<file path="src/rtl/demux_4_bit_pkg.sv">
// Shared constants and helpers for the 4-way valid/ready demultiplexer.
package demux_4_bit_pkg;

  // Number of destinations and the selector width that addresses them
  localparam int NUM_DEST = 4;
  localparam int SEL_W    = 2;

  // Drop counter width and its saturation value
  localparam int                CNT_W   = 8;
  localparam logic [CNT_W-1:0]  CNT_MAX = '1;

  // Increment that sticks at CNT_MAX instead of wrapping
  function automatic logic [CNT_W-1:0] sat_inc(input logic [CNT_W-1:0] v);
    return (v == CNT_MAX) ? v : CNT_W'(v + 1'b1);
  endfunction

endpackage

</file>
<file path="src/rtl/demux_4_bit_slot.sv">
// One-entry destination slot: holds a single word until the consumer takes it.
// A load and a drain in the same cycle replace the word with no bubble.
module demux_4_bit_slot #(
  parameter int DATA_WIDTH = 32
) (
  input  logic                  clk,
  input  logic                  rst,
  input  logic                  load_i,
  input  logic [DATA_WIDTH-1:0] data_i,
  input  logic                  ready_i,
  output logic [DATA_WIDTH-1:0] data_o,
  output logic                  valid_o,
  output logic                  can_accept_o
);

  logic [DATA_WIDTH-1:0] data_q, data_d;
  logic                  valid_q, valid_d;
  logic                  drain;

  // Consumer takes the word when it is presented and ready is high
  assign drain = valid_q & ready_i;

  // Room for a new word if empty, or if the current word leaves this cycle
  assign can_accept_o = ~valid_q | ready_i;

  // Next-state: a load wins over a drain; otherwise the drain empties the slot
  always_comb begin
    data_d  = data_q;
    valid_d = valid_q;
    if (load_i) begin
      data_d  = data_i;
      valid_d = 1'b1;
    end else if (drain) begin
      valid_d = 1'b0;
    end
  end

  // Slot state; reset discards any held word
  always_ff @(posedge clk or posedge rst) begin
    if (rst) begin
      data_q  <= '0;
      valid_q <= 1'b0;
    end else begin
      data_q  <= data_d;
      valid_q <= valid_d;
    end
  end

  assign data_o  = data_q;
  assign valid_o = valid_q;

endmodule

</file>
<file path="src/rtl/demux_4_bit.sv">
// 4-way valid/ready demultiplexer: routes each accepted word into the one-entry
// slot chosen by selector; counts (saturating) cycles where input was refused.
module demux_4_bit
  import demux_4_bit_pkg::*;
#(
  parameter int DATA_WIDTH = 32
) (
  input  logic                  clk,
  input  logic                  rst,
  input  logic [DATA_WIDTH-1:0] in_Data,
  input  logic [SEL_W-1:0]      selector,
  input  logic                  in_Valid,
  output logic                  in_Ready,
  output logic [DATA_WIDTH-1:0] out_Data_0,
  output logic [DATA_WIDTH-1:0] out_Data_1,
  output logic [DATA_WIDTH-1:0] out_Data_2,
  output logic [DATA_WIDTH-1:0] out_Data_3,
  output logic                  out_Valid_0,
  output logic                  out_Valid_1,
  output logic                  out_Valid_2,
  output logic                  out_Valid_3,
  input  logic                  out_Ready_0,
  input  logic                  out_Ready_1,
  input  logic                  out_Ready_2,
  input  logic                  out_Ready_3,
  output logic [CNT_W-1:0]      drop_Count
);

  logic [NUM_DEST-1:0][DATA_WIDTH-1:0] slot_data;
  logic [NUM_DEST-1:0]                 slot_valid;
  logic [NUM_DEST-1:0]                 slot_ready;
  logic [NUM_DEST-1:0]                 slot_acc;
  logic [NUM_DEST-1:0]                 slot_load;
  logic                                xfer;
  logic [CNT_W-1:0]                    drop_q, drop_d;

  assign slot_ready = {out_Ready_3, out_Ready_2, out_Ready_1, out_Ready_0};

  // Ready follows only the addressed slot, never in_Valid
  assign in_Ready = slot_acc[selector];
  assign xfer     = in_Valid & in_Ready;

  // One-hot load: only the addressed slot takes the word
  always_comb begin
    slot_load = '0;
    if (xfer) slot_load[selector] = 1'b1;
  end

  genvar k;
  generate
    for (k = 0; k < NUM_DEST; k++) begin : g_slot
      demux_4_bit_slot #(
        .DATA_WIDTH (DATA_WIDTH)
      ) u_slot (
        .clk          (clk),
        .rst          (rst),
        .load_i       (slot_load[k]),
        .data_i       (in_Data),
        .ready_i      (slot_ready[k]),
        .data_o       (slot_data[k]),
        .valid_o      (slot_valid[k]),
        .can_accept_o (slot_acc[k])
      );
    end
  endgenerate

  assign out_Data_0  = slot_data[0];
  assign out_Data_1  = slot_data[1];
  assign out_Data_2  = slot_data[2];
  assign out_Data_3  = slot_data[3];
  assign out_Valid_0 = slot_valid[0];
  assign out_Valid_1 = slot_valid[1];
  assign out_Valid_2 = slot_valid[2];
  assign out_Valid_3 = slot_valid[3];

  // Refused offer bumps the drop counter, sticking at its maximum
  always_comb begin
    drop_d = drop_q;
    if (in_Valid & ~in_Ready) drop_d = sat_inc(drop_q);
  end

  // Drop counter register
  always_ff @(posedge clk or posedge rst) begin
    if (rst) drop_q <= '0;
    else     drop_q <= drop_d;
  end

  assign drop_Count = drop_q;

  // An offered word must carry a known destination
  a_sel_known: assert property (@(posedge clk) disable iff (rst)
                                in_Valid |-> !$isunknown(selector));

endmodule
</file>
<file path="config.mk">
export PLATFORM = sky130hd
export DESIGN_NAME = demux_4_bit
export DESIGN_NICKNAME = d
export VERILOG_FILES = /design/src/rtl/demux_4_bit_pkg.sv /design/src/rtl/demux_4_bit_slot.sv /design/src/rtl/demux_4_bit.sv
export SDC_FILE = /design/constraint.sdc
export NUM_CORES = 1
export LEC_CHECK = 0
export CELL_PAD_IN_SITES_DETAIL_PLACEMENT = 1
export CELL_PAD_IN_SITES_GLOBAL_PLACEMENT = 1
export CORE_ASPECT_RATIO = 0.8
export CORE_MARGIN = 2
export CORE_UTILIZATION = 40
export CTS_CLUSTER_SIZE = 28
export DETAILED_ROUTE_END_ITERATION = 8
export DONT_BUFFER_PORTS = 1
export MAX_ROUTING_LAYER = met4
export PLACE_DENSITY_LB_ADDON = 0.1
export RECOVER_POWER = 50
export SYNTH_ARGS = -nofsm -noshare
export SYNTH_HDL_FRONTEND = slang
export SYNTH_SLANG_ARGS = --single-unit
export TNS_END_PERCENT = 1
</file>
<file path="constraint.sdc">
create_clock -name clk -period 5.6 [get_ports clk]
set_input_delay 1.4 -clock clk [delete_from_list [all_inputs] [get_ports clk]]
set_output_delay 1.4 -clock clk [all_outputs]
set_load 0.005 [all_outputs]
</file>
==> impl_metrics.yaml, run 1 <==
timing:
  fmax_mhz: 280.8
  finalCriticalPeriod_ns: 3.561
  relSlewSlack_pct: -48.80
  rsz0062_at_grt: "false"
  worst_slew_pin_slew_ns: 2.227
  post-route-period-util_pct: 63.59
  setup_viol_count_final: 0
  fin_ws_ns: 2.039
  final_max_slew_viol_count: 107
  clock_skew_ns: 0.007137
  setup_tns_ns: 0
  hold_viol_final: 0
floorplanning:
  die_w_um: 133.5
  pin_count: 182
  start_util_pct: 41.39
  die_h_um: 107.6
  coreArea_um2: 12960
  rows: 37
  die-area_um2: 14360
cells_and_area:
  mostFrequentLayoutCells: "dfrtp_1 (140), mux2_2 (117), clkbuf_16 (17)"
  drive_above_1_share_pct: 46.38
  area_delta_synth_final_pct: 14.76
  nets: 376
  fillers: 1255
  final_common_cell: "dfrtp_1"
  n_antenna_cell: 0
  final_util_pct: 47.50
synth:
  syn_inst: 326
  ys_warn_count: 0
  synthesis.area_um2: 5365
  synth_cell_type_count: 26
  syn_avg_cell_area_um2: 16.46
  muxShareOfSynthArea_pct: 27.92
  synth_seq_area_share_pct: 65.30
  synth.ff_latch_count: 140
  synthAdderAreaFrac_pct: 0.2332
  synthSimpleGateAreaFrac_pct: 3.988
  synth_top_family_by_area: "multiplexers"
  synthXorXnorAreaFrac_pct: 0.8162
  synth-compound-area-share_pct: 0.3265
  synth.net_count: 368
setup_path:
  rr_worst_depth: 4
  worstPathCellList: "nand2b_1 > mux4_2"
  worst-path-max-fanout: 8
  r2r_setup_slack_ns: 3.30
  r2r-end: "g_slot[2].u_slot.data_o[6]"
  cp.required_ns: 4.20
  r2r_start: "g_slot[2].u_slot.valid_o"
  end_kind: "output pin"
  worstPathArrival_ns: 2.16
  path_delay_family: "multiplexers"
  crit_type: "in -> out"
  slowest_delay_ns: 0.60
  cp_slowest_cell: "mux4_2"
  start_kind: "input port"
  critPathBufInv: 0
power_and_ir_drop:
  p_comb_share_pct: 9.0
  internal_power_uw: 2139
  seqPwrFrac_pct: 49.6
  p_sw_share_pct: 24.78
  powerDensity_nw_per_um2: 461.7
  max-vdd-ir-drop_mv: 0.2509
  p_sw_uw: 704.4
  power_frac_clock_pct: 41.3
  p_leak_uw: 0.002617
placement:
  dp_hpwl_um: 7616
  gp_congestion: 0.7041
  port_buffers: 0
  dpl_worst_slack_ns: 2.040
cts:
  hold_buffers: 0
  clk_path_buf_depth: 2
  clk_latency_ns: 0.41
  cts_max_level: 4
  post_cts_buffers: 0
  tritoncts.num_buffers: 17
  cts-root-buf: "clkbuf_16"
  tritoncts: "yes"
  numClockSinks: 140
  cts_resized: 0
  clk_pin_slew_ns: 0.06
grt:
  grt_pass1_wl_um: 18160
  grt_util_all_layers_pct: 17.57
  gr-total-overflow: 0
  grt_max_degree: 107
  antenna_found_initial: 0
  grt_pass1_vias: 2993
route:
  drt_wl_total_um: 11650
  post-route-drc-count: 0
  dr.pass1.iters: 4
  vias: 2723
  drt-initial-drc-count: 70
  drtAntennaViolNets: 0
  wl_per_cell_um: 22.41
  via_per_inst: 5.237
hold_path:
  hold_class: "reg -> reg"
  hp-start: "g_slot[1].u_slot.data_o[12]"
  hold_depth: 1
  min_to: "g_slot[1].u_slot.data_o[12]"
run_status:
  status: "finished with violations"
  violations: "capacitance limit, slew limit"
run:
  max-cap-violations: 1
[layout make-up]
cell class	count	area, um^2	area share [%]
Inverter	2	11.26	0.1829
Multi-Input combinational cell	170	1789	29.06
Clock inverter	11	168.9	2.743
Tap cell	175	219.0	3.556
Sequential cell	140	3503	56.90
Timing Repair Buffer	3	22.52	0.3658
Clock buffer	19	442.9	7.194
[sequential cells by signal, indices dropped and copies added (netlist names)]
| name | count |
|---|---|
| drop_Count | 8 |
| g_slot.u_slot.data_o | 128 |
| g_slot.u_slot.valid_o | 4 |
[layer usage]
| layer | wire, um | track usage, % | up-vias | share of wire (%) |
|---|---|---|---|---|
| met1 | 4702 | 20.22 | 1435 | 40 |
| met4 | 98 | 6.383 | 0 | 0.84 |
| met2 | 5587 | 26.84 | 115 | 48 |
| li1 | - | - | 1163 | - |
| met3 | 1263 | 8.616 | 10 | 11 |
| met5 | 0 | - | - | 0 |
[kinds of logic after synthesis]
family                   after synthesis
adder cells (fa/ha/maj)                1
AO/OA/AOI/OAI                          3
buffers and inverters                 16
XOR/XNOR                               5
AND/OR/NAND/NOR                       29
multiplexers                         132
flip-flops                           140
[worst max path at each step]
| stage | start | end | slack, ns | depth (start not counted) |
|---|---|---|---|---|
| 6_report | out_Ready_2 | in_Ready | 2.04 | 2 |
| 5_1_grt | out_Ready_2 | in_Ready | 2.02 | 2 |
| 4_1_cts | out_Ready_2 | in_Ready | 2.04 | 2 |
| 3_5_place_dp | out_Ready_2 | in_Ready | 2.04 | 2 |
| 3_3_place_gp | out_Ready_2 | in_Ready | 2.06 | 2 |
| 2_1_floorplan | rst | drop_Count[0] | 0.45 | 1 |
[synth_stat cells]
cell type	n	area [um^2]
nor2_1	1	3.750
nand4b_1	1	8.760
inv_1	2	7.510
nor3_2	1	10.01
nor2b_1	1	6.260
ha_1	1	12.51
mux4_2	1	22.52
mux2_1	14	157.7
clkbuf_1	1	3.750
nand3b_1	1	7.510
nand2b_1	3	18.77
nand2b_4	3	41.29
o21ai_0	2	10.01
xnor2_1	2	17.52
and4_1	2	17.52
and3_1	1	6.260
nor2_2	1	6.260
nor3b_2	3	37.54
o21a_1	1	7.510
mux2_2	117	1318
buf_2	13	65.06
xor2_1	3	26.28
dfrtp_1	140	3503
nand4_1	3	18.77
nand2_1	7	26.28
nand3_1	1	5.000
[per-stage QoR]
step	instance area, um^2	hold WS [ns]	cells	total power (uW)
2_1_floorplan	5365	0.4828	326	1589
3_3_place_gp	5552	0.5110	490	1681
3_5_place_dp	5552	0.5125	490	1698
4_1_cts	6163	0.5264	520	2887
5_1_grt	6157	0.5432	520	2985
6_report	6157	0.5227	520	2843
[power groups by stage]
stage               Sequential, uW  Clock, uW  Combinational, uW
finish                        1410       1180                257
global route                  1440       1250                288
global placement              1430          0                248
detailed placement            1440          0                263
floorplan                     1360          0                227
CTS                           1420       1200                264
[worst reg2reg max path, stage by stage (launching register included)]
cell,delay (ns)
dfrtp_1,0.40
nand2b_1,0.14
nor3b_4,0.83
buf_4,0.43
mux2_2,0.38
Note: power is estimated with default switching activity, not from simulation.
==> run 2: changes to the inputs <==
==> constraint.sdc (replaced) <==
create_clock -name clk -period 3.4 [get_ports clk]
set_input_delay 0.85 -clock clk [delete_from_list [all_inputs] [get_ports clk]]
set_output_delay 0.85 -clock clk [all_outputs]
set_load 0.005 [all_outputs]
==> run 2 against run 1 <==
The run still ends with capacitance limit, slew limit left. Worst hold slack got worse by 0.010 ns. Highest routed layer unchanged. Core utilization fell by 0.54 points. Worst setup slack got worse by 1.1 ns. Power up 54%. First-iteration DRC count up 2.9%. Largest cell class unchanged. Final area is 1.1% lower. Sequential power is 65% higher. Via count is 1.6% higher. Die area stayed put. Sequential share of layout area increased by 0.65 points. Combinational power up 63%.
==> impl_metrics.yaml, run 2 (same netlist as run 1, synthesis figures left out) <==
run_status:
  status: "finished with violations"
  violations: "capacitance limit, slew limit"
cells_and_area:
  largest_register_ffs: 128
  final_common_cell: "dfrtp_1"
  mostFrequentLayoutCells: "dfrtp_1 (140), mux2_2 (117), clkbuf_16 (17)"
  n_antenna_cell: 0
  design_area_um2: 6087
  fillers: 1264
  nets: 381
  drive_above_1_share_pct: 45.45
  area_delta_synth_final_pct: 13.46
timing:
  fmax_mhz: 407.3
  worst_slew_pin_slew_ns: 1.901
  post-route-period-util_pct: 72.21
  clock_skew_ns: 0.009574
  hold_viol_final: 0
  fin_ws_ns: 0.9448
  setup_tns_ns: 0
  final_max_slew_viol_count: 141
  relSlewSlack_pct: -26.71
  rsz0062_at_grt: "false"
  finalCriticalPeriod_ns: 2.455
  setup_viol_count_final: 0
cts:
  clk_path_buf_depth: 2
  clk_pin_slew_ns: 0.05
  tritoncts: "yes"
  clk_latency_ns: 0.40
  cts_max_level: 4
  hold_buffers: 0
  cts_resized: 0
  tritoncts.num_buffers: 17
  numClockSinks: 140
  cts-root-buf: "clkbuf_16"
  post_cts_buffers: 0
setup_path:
  end_kind: "output pin"
  cp_slowest_cell: "mux4_2"
  cp.required_ns: 2.55
  critPathBufInv: 0
  start_kind: "input port"
  worstPathCellList: "nand2b_1 > mux4_2"
  worstPathArrival_ns: 1.61
  worst-path-max-fanout: 8
  path_delay_family: "multiplexers"
  crit_type: "in -> out"
  slowest_delay_ns: 0.59
floorplanning:
  rows: 37
  die-area_um2: 14360
  coreArea_um2: 12960
  pin_count: 182
  die_h_um: 107.6
  die_w_um: 133.5
  start_util_pct: 41.39
grt:
  antenna_found_initial: 0
  grt_util_all_layers_pct: 17.66
  grt_pass1_wl_um: 18370
  gr-total-overflow: 0
  grt_pass1_vias: 3150
  grt_max_degree: 141
placement:
  dp_hpwl_um: 7814
  port_buffers: 0
  place_area_um2: 5600
  gp_congestion: 0.7631
  dpl_worst_slack_ns: 0.9351
route:
  dr.pass1.iters: 3
  drtAntennaViolNets: 0
  drt_wl_total_um: 11650
  post-route-drc-count: 0
  vias: 2767
  via_per_inst: 5.250
  drt-initial-drc-count: 72
  wl_per_cell_um: 22.10
power_and_ir_drop:
  powerDensity_nw_per_um2: 720.1
  max-vdd-ir-drop_mv: 0.3150
  power_uw: 4384
  p_leak_uw: 0.002573
run:
  max-cap-violations: 1
hold_path:
  hold_class: "reg -> reg"
[run 2: changes by cell type in the layout (fill, tap and decap cells not counted), moves of 2 or more]
cell,delta
bufinv_16,-4
clkinv_4,+2
clkinvlp_4,+2
clkbuf_1,+6
[run 2: layer usage]
metal / global-route usage [%] / part of all wire, % / up-vias
li1: - / - / 1176
met1: 20.14 / 40 / 1468
met2: 27.54 / 49 / 111
met3: 8.569 / 10 / 12
met4: 5.851 / 1.1 / 0
met5: - / 0 / -
[run 2: metrics by stage]
stage / cells / utilization (%) / hold WS [ns]
2_1_floorplan: 326 / - / 0.4828
3_3_place_gp: 495 / 43.20 / 0.4991
3_5_place_dp: 495 / 43.20 / 0.5054
4_1_cts: 527 / 47.29 / 0.5177
5_1_grt: 527 / 46.96 / 0.5345
6_report: 527 / 46.96 / 0.5123
[run 2: area by class of cell]
class | instances | area (um^2) | share of cell area, %
inverters | 2 | 8.758 | 0.1439
well taps | 175 | 219.0 | 3.597
multi-input cells | 170 | 1782 | 29.27
clock buffers | 20 | 436.7 | 7.174
clock inverters | 12 | 92.59 | 1.521
repair buffers | 8 | 45.04 | 0.7400
flip-flops and latches | 140 | 3503 | 57.55
[run 2: path summary, 6_finish.rpt]
| path | startpoint | endpoint | slack [ns] | cells past startpoint |
|---|---|---|---|---|
| setup / recovery | out_Ready_2 | in_Ready | 0.94 | 2 |
| hold / removal | g_slot[2].u_slot.data_o[10] | g_slot[2].u_slot.data_o[10] | 0.51 | 1 |
| setup reg to reg | g_slot[2].u_slot.valid_o | g_slot[2].u_slot.data_o[15] | 1.11 | 4 |
| hold reg to reg | g_slot[2].u_slot.data_o[10] | g_slot[2].u_slot.data_o[10] | 0.51 | 1 |
| max in group asynchronous | rst | g_slot[3].u_slot.data_o[11] | 1.15 | 2 |
| min in group asynchronous | rst | drop_Count[7] | 0.99 | 2 |
[run 2: power breakdown]
group	total [uW]	switching, uW	internal, uW	leakage (uW)
Combinational	418	149	269	0.000662
Sequential	2330	312	2010	0.00168
Clock	1640	702	936	0.000235
